$ cat config.mk
export PLATFORM = sky130hd
export DESIGN_NAME = atm_ledger
export DESIGN_NICKNAME = d
export VERILOG_FILES = /design/src/rtl/atm_ledger.sv
export SDC_FILE = /design/constraint.sdc
export NUM_CORES = 1
export LEC_CHECK = 0
export ABC_AREA = 0
export CAP_MARGIN = 20
export CELL_PAD_IN_SITES_DETAIL_PLACEMENT = 2
export CELL_PAD_IN_SITES_GLOBAL_PLACEMENT = 2
export CORE_ASPECT_RATIO = 1.4
export CORE_UTILIZATION = 47
export CTS_BUF_LIST = sky130_fd_sc_hd__clkbuf_2
export DETAILED_ROUTE_END_ITERATION = 8
export MAX_ROUTING_LAYER = met4
export PLACE_DENSITY = 0.92
export SYNTH_ARGS = -nofsm -noshare
export SYNTH_HDL_FRONTEND = slang
export SYNTH_SLANG_ARGS = --single-unit
export TNS_END_PERCENT = 100
$ cat constraint.sdc
create_clock -name clk -period 10.5 [get_ports clk]
set_input_delay 2.1 -clock clk [delete_from_list [all_inputs] [get_ports clk]]
set_output_delay 2.1 -clock clk [all_outputs]
set_load 0.02 [all_outputs]
$ cat src/rtl/atm_ledger.sv
// atm_ledger: register-file account ledger serving one request at a time.
// Request and response ports use valid/ready handshakes. A request transfers
// on a rising edge where req_valid && req_ready; a response transfers on a
// rising edge where resp_valid && resp_ready. The requester holds its payload
// stable until accepted. The ledger holds its response stable until accepted.
module atm_ledger #(
    parameter int NUM_ACCOUNTS = 16,
    parameter int BAL_W = 10,
    parameter logic [BAL_W-1:0] INIT_BAL = 10'd214,
    parameter logic [BAL_W-1:0] WD_LIMIT = 10'd500,
    localparam int AW = (NUM_ACCOUNTS > 1) ? $clog2(NUM_ACCOUNTS) : 1
) (
    input  logic             clk,
    input  logic             rst,
    input  logic             req_valid,
    output logic             req_ready,
    input  logic [1:0]       req_op,
    input  logic [AW-1:0]    req_src,
    input  logic [AW-1:0]    req_dst,
    input  logic [BAL_W-1:0] req_amt,
    output logic             resp_valid,
    input  logic             resp_ready,
    output logic [1:0]       resp_status,
    output logic [BAL_W-1:0] resp_balance,
    output logic [15:0]      txn_count,
    output logic [1:0]       dbg_state
);

    localparam logic [1:0] OP_BAL  = 2'b00;
    localparam logic [1:0] OP_WD   = 2'b01;
    localparam logic [1:0] OP_DEP  = 2'b10;
    localparam logic [1:0] OP_XFER = 2'b11;

    localparam logic [1:0] ST_OK    = 2'b00;
    localparam logic [1:0] ST_INSUF = 2'b01;
    localparam logic [1:0] ST_INVAL = 2'b10;
    localparam logic [1:0] ST_OVF   = 2'b11;

    typedef enum logic [1:0] {
        S_IDLE = 2'd0,
        S_EXEC = 2'd1,
        S_RESP = 2'd2
    } state_t;

    state_t state;

    logic [BAL_W-1:0] bal [NUM_ACCOUNTS];

    // Latched request payload
    logic [1:0]       op_q;
    logic [AW-1:0]    src_q;
    logic [AW-1:0]    dst_q;
    logic [BAL_W-1:0] amt_q;

    // Evaluation results for the request held in EXEC
    logic             src_ok;
    logic             dst_ok;
    logic             amt_ok;
    logic [BAL_W-1:0] src_bal;
    logic [BAL_W-1:0] dst_bal;
    logic [BAL_W:0]   sum_src;
    logic [BAL_W:0]   sum_dst;
    logic [1:0]       ev_status;
    logic [BAL_W-1:0] ev_balance;
    logic [BAL_W-1:0] new_src;
    logic [BAL_W-1:0] new_dst;
    logic             wr_src;
    logic             wr_dst;
    logic             count_inc;

    assign dbg_state = state;

    // Decide status and balance updates for the latched request
    always_comb begin
        src_ok     = int'(src_q) < NUM_ACCOUNTS;
        dst_ok     = int'(dst_q) < NUM_ACCOUNTS;
        amt_ok     = amt_q <= WD_LIMIT;
        src_bal    = src_ok ? bal[src_q] : '0;
        dst_bal    = dst_ok ? bal[dst_q] : '0;
        sum_src    = {1'b0, src_bal} + {1'b0, amt_q};
        sum_dst    = {1'b0, dst_bal} + {1'b0, amt_q};
        ev_status  = ST_OK;
        new_src    = src_bal;
        new_dst    = dst_bal;
        wr_src     = 1'b0;
        wr_dst     = 1'b0;
        case (op_q)
            OP_BAL: begin
                if (!src_ok) ev_status = ST_INVAL;
            end
            OP_WD: begin
                if (!src_ok || !amt_ok) begin
                    ev_status = ST_INVAL;
                end else if (amt_q > src_bal) begin
                    ev_status = ST_INSUF;
                end else begin
                    new_src = src_bal - amt_q;
                    wr_src  = 1'b1;
                end
            end
            OP_DEP: begin
                if (!src_ok) begin
                    ev_status = ST_INVAL;
                end else if (sum_src[BAL_W]) begin
                    ev_status = ST_OVF;
                end else begin
                    new_src = sum_src[BAL_W-1:0];
                    wr_src  = 1'b1;
                end
            end
            default: begin
                // Transfer: funds are checked before destination overflow,
                // and both accounts move together or not at all.
                if (!src_ok || !dst_ok || (dst_q == src_q) || !amt_ok) begin
                    ev_status = ST_INVAL;
                end else if (amt_q > src_bal) begin
                    ev_status = ST_INSUF;
                end else if (sum_dst[BAL_W]) begin
                    ev_status = ST_OVF;
                end else begin
                    new_src = src_bal - amt_q;
                    new_dst = sum_dst[BAL_W-1:0];
                    wr_src  = 1'b1;
                    wr_dst  = 1'b1;
                end
            end
        endcase
        ev_balance = new_src;
        count_inc  = (ev_status == ST_OK) && (op_q != OP_BAL);
    end

    // Request FSM, ledger writes and registered response outputs
    always_ff @(posedge clk) begin
        if (rst) begin
            state        <= S_IDLE;
            req_ready    <= 1'b1;
            resp_valid   <= 1'b0;
            resp_status  <= ST_OK;
            resp_balance <= '0;
            txn_count    <= '0;
            op_q         <= OP_BAL;
            src_q        <= '0;
            dst_q        <= '0;
            amt_q        <= '0;
            for (int i = 0; i < NUM_ACCOUNTS; i++) begin
                bal[i] <= INIT_BAL;
            end
        end else begin
            case (state)
                S_IDLE: begin
                    if (req_valid) begin
                        op_q      <= req_op;
                        src_q     <= req_src;
                        dst_q     <= req_dst;
                        amt_q     <= req_amt;
                        req_ready <= 1'b0;
                        state     <= S_EXEC;
                    end
                end
                S_EXEC: begin
                    if (wr_src) bal[src_q] <= new_src;
                    if (wr_dst) bal[dst_q] <= new_dst;
                    if (count_inc) txn_count <= txn_count + 16'd1;
                    resp_status  <= ev_status;
                    resp_balance <= ev_balance;
                    resp_valid   <= 1'b1;
                    state        <= S_RESP;
                end
                S_RESP: begin
                    if (resp_ready) begin
                        resp_valid <= 1'b0;
                        req_ready  <= 1'b1;
                        state      <= S_IDLE;
                    end
                end
                default: begin
                    resp_valid <= 1'b0;
                    req_ready  <= 1'b1;
                    state      <= S_IDLE;
                end
            endcase
        end
    end

endmodule

==> metrics.cfg, run 1 <==
[run_status]
status=complete, no violations

[cells_and_area]
drive_gt1_frac=0.198
finish.instance_area_um2=14500
final_cells=1605
final_nets=1243
area_delta_synth_final_pct=9.55

[timing]
slew_headroom=0.236
worstMarginPinSlew_ns=1.15
hold_ws_ns=0.509
tns_ns=0
hold_viol=0
drv_slew=0
rsz0062_at_grt=false
fin_worst_skew_ns=0.103
fin_crit_ns=6.73
finalSetupViolations=0
fin_crit_sh=0.641
max_freq_ghz=0.149

[yosys]
synth-seq-cells=220
synth_top_cell_by_area=edfxtp_1
syn_nets=1200
yosysMostFrequentCell=edfxtp_1
synth_flop_cell=edfxtp_1
synth.distinct_cells=75
ys_top_cells_by_area=edfxtp_1, mux4_2, dfxtp_1, a21oi_1, ha_1
syn_avg_cell_area_um2=11.6
synth.yosys.warnings=0
synth_edf_count=160
netlist.area_leader.share=0.363
syn_inst=1141
synthArstFlopShare=0
yosysSeqAreaShare=0.454
syn_area_um2=13200
synth_commonest_cells=edfxtp_1, mux4_2, nor2_1, a21oi_1, nand3_1

[floorplan]
chipWidth_um=144
die_height_um=201
die-area_um2=28800
io_pins=56
core_region_area_um2=27700
fp-row-count=72
initial_core_util=0.479

[routing]
dr_total_vias=12616
wl_met2_um=30900
highest_layer=met4
first_iter_violations=1782
avgViaCountPerCell=7.86
drcViolationCount=0
met3_length_um=6390
ant_nets=0
first_pass_iters=8
wirelength_met1_um=20300
routed_wl_um=64900
wire_per_inst_um=40.4

[placement]
placed_cells=1491
hpwl_um=40700
portBuffers=55
dpl-instance-area_um2=13900
place_congestion=0.948

[clocking]
ctsResizeCount=0
tritoncts=built
clockRootBuffer=clkbuf_2
numClockSinks=220
clk_pin_slew_worst_paths_ns=0.12
insertion_delay_ns=1.12
cts_max_level=2
postCtsSetupBuffers=0
ctsLongestPathBuffers=3
numCtsBuffers=55
hold_buffers=0

[setup_path]
crit_path_max_fanout=40
critPathCaptureType=flip-flop
arrival_ns=7.42
critical_path_required_ns=11.19
cp-start-kind=flip-flop
criticalPathCategory=reg2reg

[power_and_ir_drop]
vdd_drop_max_mv=0.103
power.leakage_nw=4.31
p_per_area_nw_per_um2=144

[global_routing]
grt_overflow_total=0
grt_pass1_wl_um=94100
grt_max_degree=47
track_usage=0.474
antenna_found_initial=6
grt_pass1_vias=13505

[run]
drv_cap=0

[hold_path]
worstHoldStart=resp_balance[6]
min_path_type=reg2reg

## kinds of logic (layout without fill, tap and decap cells)
group,count (synthesis),after routing,share of synthesized area
adder cells (fa/ha/maj),35,35,0.0348
buffers and inverters,115,203,0.0405
AND/OR/NAND/NOR,349,349,0.129
flip-flops,220,220,0.454
other,0,6,0
multiplexers,104,104,0.173
XOR/XNOR,26,26,0.0172
AO/OA/AOI/OAI,292,292,0.151
## where the power goes
group	total [W]	leakage [nW]	internal (W)	switching (W)
Sequential	0.000993	1.86	0.000952	0.0000413
Clock	0.000657	0.387	0.000212	0.000445
Combinational	0.000436	2.06	0.000142	0.000294
## per-layer routing
layer	vias to the layer above	GRT usage
met5	-	-
met4	0	0.386
met3	544	0.129
met2	1233	0.742
met1	6184	0.496
li1	4655	-
## flip-flops by register name, summed over array words and instances (netlist names), named ones only
| name | count |
|---|---|
| resp_status | 2 |
| amt_q | 10 |
| txn_count | 16 |
| resp_balance | 10 |
| dst_q | 4 |
| op_q | 2 |
| src_q | 4 |
| dbg_state | 2 |
| bal | 160 |
| resp_valid | 1 |
| req_ready | 1 |
## worst paths after layout
| check | end | slack (ns) | depth (start not counted) |
|---|---|---|---|
| setup / recovery | bal[12][4] | 3.77 | 13 |
| hold / removal | resp_balance[6] | 0.51 | 2 |
| setup reg to reg | bal[12][4] | 3.77 | 13 |
| hold reg to reg | resp_balance[6] | 0.51 | 2 |
## per-stage QoR
step | utilization | power [W] | setup WS (ns)
final | 0.524 | 0.00209 | 3.77
after global routing | 0.524 | 0.00212 | 3.65
after CTS | 0.521 | 0.00204 | 3.54
after detailed placement | 0.504 | 0.00140 | 3.77
after global placement | 0.503 | 0.00137 | 4.28
after floorplan | - | 0.00126 | 5.51
## cells in the final DEF, fill, tap and decap left out, drive strengths merged, types with 34 or more instances in the layout
master / n
o21ai: 37
o22ai: 49
mux4: 100
nor2: 100
clkdlybuf4s50: 54
edfxtp: 160
a22oi: 34
a21oi: 85
dfxtp: 60
clkbuf: 84
nand2: 67
nand3: 70
## critical path, stage by stage (launching register included)
cell and delay (ns):
dfxtp_2 0.34, buf_4 0.67, mux4_2 0.61, mux4_2 0.48, ha_1 0.35, fa_1 0.54, a21oi_1 0.27, o2111ai_1 0.32
a2111o_1 0.58, and3_4 0.23, o21ai_2 0.13, buf_4 0.44, nand3_1 0.45, nand3_1 0.87
## area by class of cell
cell class                      count  area (µm²)
Inverter                           25        93.8
Sequential cell                   220        6010
Fill cell                        2731       13200
Antenna cell                        6        15.0
Tap cell                          370         463
Multi-Input combinational cell    806        6710
Timing Repair Buffer               76         719
Clock inverter                     19        73.8
Clock buffer                       83         415
No activity file was read; power rests on OpenSTA's default activity.
==> run 2: changes to the inputs <==
--- a/config.mk
+++ b/config.mk
@@ -10,11 +10,11 @@
 export CELL_PAD_IN_SITES_DETAIL_PLACEMENT = 2
 export CELL_PAD_IN_SITES_GLOBAL_PLACEMENT = 2
 export CORE_ASPECT_RATIO = 1.4
-export CORE_UTILIZATION = 47
+export CORE_UTILIZATION = 44
 export CTS_BUF_LIST = sky130_fd_sc_hd__clkbuf_2
 export DETAILED_ROUTE_END_ITERATION = 8
 export MAX_ROUTING_LAYER = met4
-export PLACE_DENSITY = 0.92
+export PLACE_DENSITY = 0.87
 export SYNTH_ARGS = -nofsm -noshare
 export SYNTH_HDL_FRONTEND = slang
 export SYNTH_SLANG_ARGS = --single-unit
==> constraint.sdc (replaced) <==
create_clock -name clk -period 6.7 [get_ports clk]
set_input_delay 1.34 -clock clk [delete_from_list [all_inputs] [get_ports clk]]
set_output_delay 1.34 -clock clk [all_outputs]
set_load 0.02 [all_outputs]
==> run 2 against run 1 <==
  * Power rose by 50%
  * Flip-flop and latch count unchanged
  * Non-clock buffer count is 33 higher
  * Sequential share of layout area down 0.69 points
  * Global-route usage fell by 9.0 points
  * Count of clock-buffer cells in the layout is 7 lower
  * Critical endpoint is now bal[12][3]
  * Largest power group unchanged
==> metrics.cfg, run 2 (synthesis gave the netlist of run 1 again) <==
[floorplan]
io_pins=56  ; unchanged
die_height_um=207  ; +3.3%
die-area_um2=30800  ; +6.7%
initial_core_util=0.451  ; -0.0276
fp-row-count=74  ; +2.8%
chipWidth_um=149  ; +3.3%
core_region_area_um2=29400  ; +6.1%

[setup_path]
critPathCaptureType=flip-flop
criticalPathCategory=reg2reg
cp-start-kind=flip-flop
crit_path_max_fanout=15  ; -63%
r2r_end=bal[12][3]
reg2regPathDepth=13  ; unchanged
crit_end=bal[12][3]
reg2reg_setup_slack_ns=0.27  ; -3.50 ns
arrival_ns=6.95  ; -0.47 ns
critical_path_required_ns=7.23  ; -3.96 ns

[placement]
place_congestion=0.978  ; +3.2%
dpl-instance-area_um2=14300  ; +2.4%
portBuffers=55  ; unchanged
hpwl_um=40600  ; about the same

[clocking]
tritoncts=built
numClockSinks=220  ; unchanged
clockRootBuffer=clkbuf_2
cts_max_level=2  ; unchanged
ctsResizeCount=0  ; unchanged
ctsLongestPathBuffers=3  ; unchanged
postCtsSetupBuffers=0  ; unchanged
numCtsBuffers=54  ; -1.8%
clk_pin_slew_worst_paths_ns=0.11  ; about the same
hold_buffers=0  ; unchanged
insertion_delay_ns=1.00  ; -0.12 ns

[routing]
drcViolationCount=0  ; unchanged
avgViaCountPerCell=7.15  ; -9.1%
ant_nets=0  ; unchanged
first_iter_violations=1462  ; -18%
routed_wl_um=56100  ; -14%
wire_per_inst_um=34.3  ; -15%
dr_total_vias=11702  ; -7.2%
first_pass_iters=6  ; -2

[global_routing]
grt_pass1_wl_um=83400  ; -11%
grt_max_degree=41  ; -13%
track_usage=0.384  ; -0.0900
grt_overflow_total=0  ; unchanged
grt_pass1_vias=12998  ; -3.8%
antenna_found_initial=3  ; -3

[timing]
tns_ns=0  ; unchanged
fin_crit_sh=0.959  ; +0.319
fin_crit_ns=6.43  ; -0.301 ns
hold_ws_ns=0.501  ; -0.00835 ns
fin_worst_skew_ns=0.121  ; +0.0181 ns
max_freq_ghz=0.156  ; +4.7%
worstMarginPinSlew_ns=1.08  ; -0.0677 ns
rsz0062_at_grt=false
finalSetupViolations=0  ; unchanged
slew_headroom=0.282  ; +0.0451
hold_viol=0  ; unchanged
drv_slew=0  ; unchanged

[run_status]
status=complete, no violations

[cells_and_area]
drive_gt1_frac=0.214  ; +0.0160
top_register=bal
final_cell_mix=edfxtp_1, mux4_2, nor2_1, a21oi_1, clkbuf_2
top_regs=bal (160), txn_count (16)
final_nets=1275  ; +2.6%
largest_reg_flops=160  ; unchanged
finish.instance_area_um2=14700  ; +1.7%
area_delta_synth_final_pct=11.4
layout_commonest_cell=edfxtp_1

[power_and_ir_drop]
p_per_area_nw_per_um2=213  ; +48%
power.leakage_nw=4.42  ; +2.6%
p_total_w=0.00313  ; +50%
vdd_drop_max_mv=0.138  ; +34%

[hold_path]
min_path_type=reg2reg
worstHoldPathCells=2  ; unchanged

[run]
drv_cap=0  ; unchanged

run 2: area by class of cell:
class                      count  area [µm²]
fill                        2927       14600
multi-input combinational    806        6720
antenna                        3        7.51
timing repair buffer         109         988
sequential                   220        6010
clock buffer                  76         380
tap                          380         475
inverter                      25        93.8
clock inverter                18        72.6
run 2: metal layers:
layer / routed length, µm / global-route usage
met2: 29700 / 0.654
met1: 17800 / 0.389
met3: 4280 / 0.0730
met4: 4370 / 0.281
met5: 0 / -
run 2: worst min-delay path by stage:
stage,from,end
finish,resp_status[1],resp_status[1]
global placement,resp_balance[1],resp_balance[1]
floorplan,op_q[0],op_q[0]
global route,resp_status[1],resp_status[1]
detailed placement,resp_status[1],resp_status[1]
CTS,resp_status[1],resp_status[1]
run 2: metrics by stage:
stage	instances	util	worst slack, ns
3_3_place_gp	1536	0.485	0.607
5_1_grt	1637	0.502	0.220
3_5_place_dp	1539	0.486	0.492
2_1_floorplan	1141	-	1.71
4_1_cts	1633	0.501	0.445
6_report	1637	0.502	0.273
run 2: power breakdown:
part | leakage [nW] | switching [W] | total (W) | internal (W)
logic | 2.21 | 0.000441 | 0.000667 | 0.000225
registers | 1.86 | 0.0000612 | 0.00155 | 0.00149
clock network | 0.348 | 0.000611 | 0.000916 | 0.000305
total | 4.42 | 0.00111 | 0.00313 | 0.00202
run 2: worst max-delay path, stage by stage, from the launching register on:
cell,delay [ns]
dfxtp_2,0.80
mux4_2,0.61
mux4_2,0.48
ha_1,0.32
fa_1,0.50
a21oi_1,0.27
o2111ai_1,0.28
a2111o_1,0.53
and3_4,0.22
o21ai_2,0.73
buf_8,0.26
nand3_1,0.11
buf_4,0.24
nand3_1,0.62
==> run 3: changes to the inputs <==
--- a/config.mk
+++ b/config.mk
@@ -6,7 +6,7 @@
 export NUM_CORES = 1
 export LEC_CHECK = 0
 export ABC_AREA = 0
-export CAP_MARGIN = 20
+export CAP_MARGIN = 5
 export CELL_PAD_IN_SITES_DETAIL_PLACEMENT = 2
 export CELL_PAD_IN_SITES_GLOBAL_PLACEMENT = 2
 export CORE_ASPECT_RATIO = 1.4
==> run 3 against run 2 <==
  * Worst setup slack better by 0.27 ns
  * Clock skew down 0.0085 ns
  * Highest routed layer unchanged
  * Critical path depth shrank 1
  * Worst hold slack better by 0.0084 ns
==> metrics.cfg, run 3 (synthesis gave the netlist of run 1 again) <==
[setup_path]
criticalPathCategory=reg2reg
reg2reg_setup_slack_ns=0.54  ; +0.27 ns
reg2regPathDepth=12  ; -1
arrival_ns=6.77  ; -0.18 ns
critPathCaptureType=flip-flop
cp-start-kind=flip-flop
critical_path_required_ns=7.31  ; +0.08 ns
crit_path_max_fanout=39  ; +24
r2r_end=bal[4][7]

[cells_and_area]
area_delta_synth_final_pct=11.8
layout_commonest_cell=edfxtp_1
largest_reg_flops=160  ; unchanged
final_util=0.504  ; +0.00179
final_cell_mix=edfxtp_1, mux4_2, nor2_1, a21oi_1, clkbuf_2
final_nets=1274  ; -0.078%
drive_gt1_frac=0.217  ; +0.00357
top_regs=bal (160), txn_count (16)
top_register=bal

[power_and_ir_drop]
p_per_area_nw_per_um2=220  ; +3.6%
pwr-share-comb=0.207  ; -0.006
power_frac_seq=0.478  ; -0.017
p_switching_w=0.00119  ; +6.5%
power.leakage_nw=4.45  ; +0.78%
vdd_drop_max_mv=0.142  ; +2.9%
p_int_w=0.00207  ; +2.6%
p_sw_frac=0.364  ; +0.00865
clkPwrFrac=0.316  ; +0.024

[floorplan]
io_pins=56  ; unchanged
fp-row-count=74  ; unchanged
chipWidth_um=149  ; unchanged
core_region_area_um2=29400  ; unchanged
initial_core_util=0.451  ; unchanged
die_height_um=207  ; unchanged
die-area_um2=30800  ; unchanged

[timing]
finalSetupViolations=0  ; unchanged
slew_headroom=0.221  ; -0.0603
drv_slew=0  ; unchanged
fin_worst_skew_ns=0.113  ; -0.00854 ns
fin_crit_sh=0.919  ; -0.0398
max_freq_ghz=0.162  ; +4.3%
tns_ns=0  ; unchanged
fin_crit_ns=6.16  ; -0.267 ns
hold_viol=0  ; unchanged
rsz0062_at_grt=false
worstMarginPinSlew_ns=1.17  ; +0.0905 ns

[clocking]
postCtsSetupBuffers=0  ; unchanged
cts_max_level=2  ; unchanged
hold_buffers=0  ; unchanged
tritoncts=built
insertion_delay_ns=1.05  ; +0.05 ns
clockRootBuffer=clkbuf_2
numCtsBuffers=55  ; +1.9%
ctsResizeCount=0  ; unchanged
clk_pin_slew_worst_paths_ns=0.11  ; about the same
ctsLongestPathBuffers=3  ; unchanged
numClockSinks=220  ; unchanged

[hold_path]
min_path_type=reg2reg
worstHoldStart=resp_status[1]
min_to=resp_status[1]
worstHoldPathCells=2  ; unchanged

[run]
drv_cap=0  ; unchanged

[placement]
place_congestion=0.978  ; unchanged
hpwl_um=40400  ; -0.70%
portBuffers=55  ; unchanged

[routing]
first_pass_iters=6  ; unchanged
ant_nets=0  ; unchanged
wire_per_inst_um=36.8  ; +7.5%
routed_wl_um=60600  ; +8.0%
avgViaCountPerCell=7.40  ; +3.5%
first_iter_violations=1454  ; -0.55%
dr_total_vias=12171  ; +4.0%
drcViolationCount=0  ; unchanged

[global_routing]
grt_max_degree=41  ; unchanged
grt_pass1_wl_um=89000  ; +6.7%
grt_overflow_total=0  ; unchanged
track_usage=0.413  ; +0.0281
antenna_found_initial=4  ; +1
grt_pass1_vias=13297  ; +2.3%

[run_status]
status=complete, no violations

## run 3: cell count changes in the layout (fill, tap and decap cells not counted), sizes merged
cell	before	now
clkinv	16	23
diode	3	4
buf	55	53
clkbuf	76	78
clkinvlp	1	0
bufinv	0	1
## run 3: critical path, cell delays in order (launching register included)
cell and delay, ns:
dfxtp_2 0.77, mux4_2 0.62, mux4_2 0.50, ha_1 0.35, fa_1 0.51, a21oi_1 0.25, o2111ai_1 0.31, a2111o_1 0.55
nand2_1 0.13, and3_1 0.17, buf_4 0.51, nand3_1 0.46, nand3_1 0.60
## run 3: power groups by stage
stage	registers (W)	clock network (W)	logic, W
2_1_floorplan	0.00155	0	0.000435
3_3_place_gp	0.00157	0	0.000606
3_5_place_dp	0.00158	0	0.000637
4_1_cts	0.00155	0.00102	0.000648
5_1_grt	0.00156	0.00108	0.000696
6_report	0.00156	0.00103	0.000673
## run 3: area by class of cell
cell class                      instances  area, µm²
Fill cell                            2857      14600
Multi-Input combinational cell        806       6720
Sequential cell                       220       6010
Timing Repair Buffer                  107        968
Tap cell                              380        475
Clock buffer                           78        390
Clock inverter                         25        128
Inverter                               25       93.8
Antenna cell                            4       10.0
## run 3: metrics by stage
stage               power [W]  std cells  hold WS [ns]  area (µm²)  worst slack, ns
floorplan             0.00198       1141         0.463       13200             1.71
global placement      0.00218       1536         0.461       14200            0.607
detailed placement    0.00222       1536         0.472       14200            0.270
CTS                   0.00322       1639         0.512       14800            0.177
global route          0.00334       1645         0.527       14800            0.417
finish                0.00326       1645         0.509       14800            0.540
## run 3: how the worst max path moves through the flow
stage,to,from,cells after the start,slack (ns)
5_1_grt,bal[4][7],flip-flop,12,0.42
3_5_place_dp,bal[12][4],flip-flop,12,0.27
3_3_place_gp,bal[12][4],flip-flop,12,0.61
4_1_cts,bal[2][6],flip-flop,12,0.18
2_1_floorplan,bal[10][0],flip-flop,15,1.71
6_report,bal[4][7],flip-flop,12,0.54
## run 3: metal layers
| layer | wire length (µm) | GRT usage |
|---|---|---|
| met1 | 19300 | 0.412 |
| met4 | 5500 | 0.322 |
| met3 | 5210 | 0.100 |
| met2 | 30600 | 0.683 |
| met5 | 0 | - |
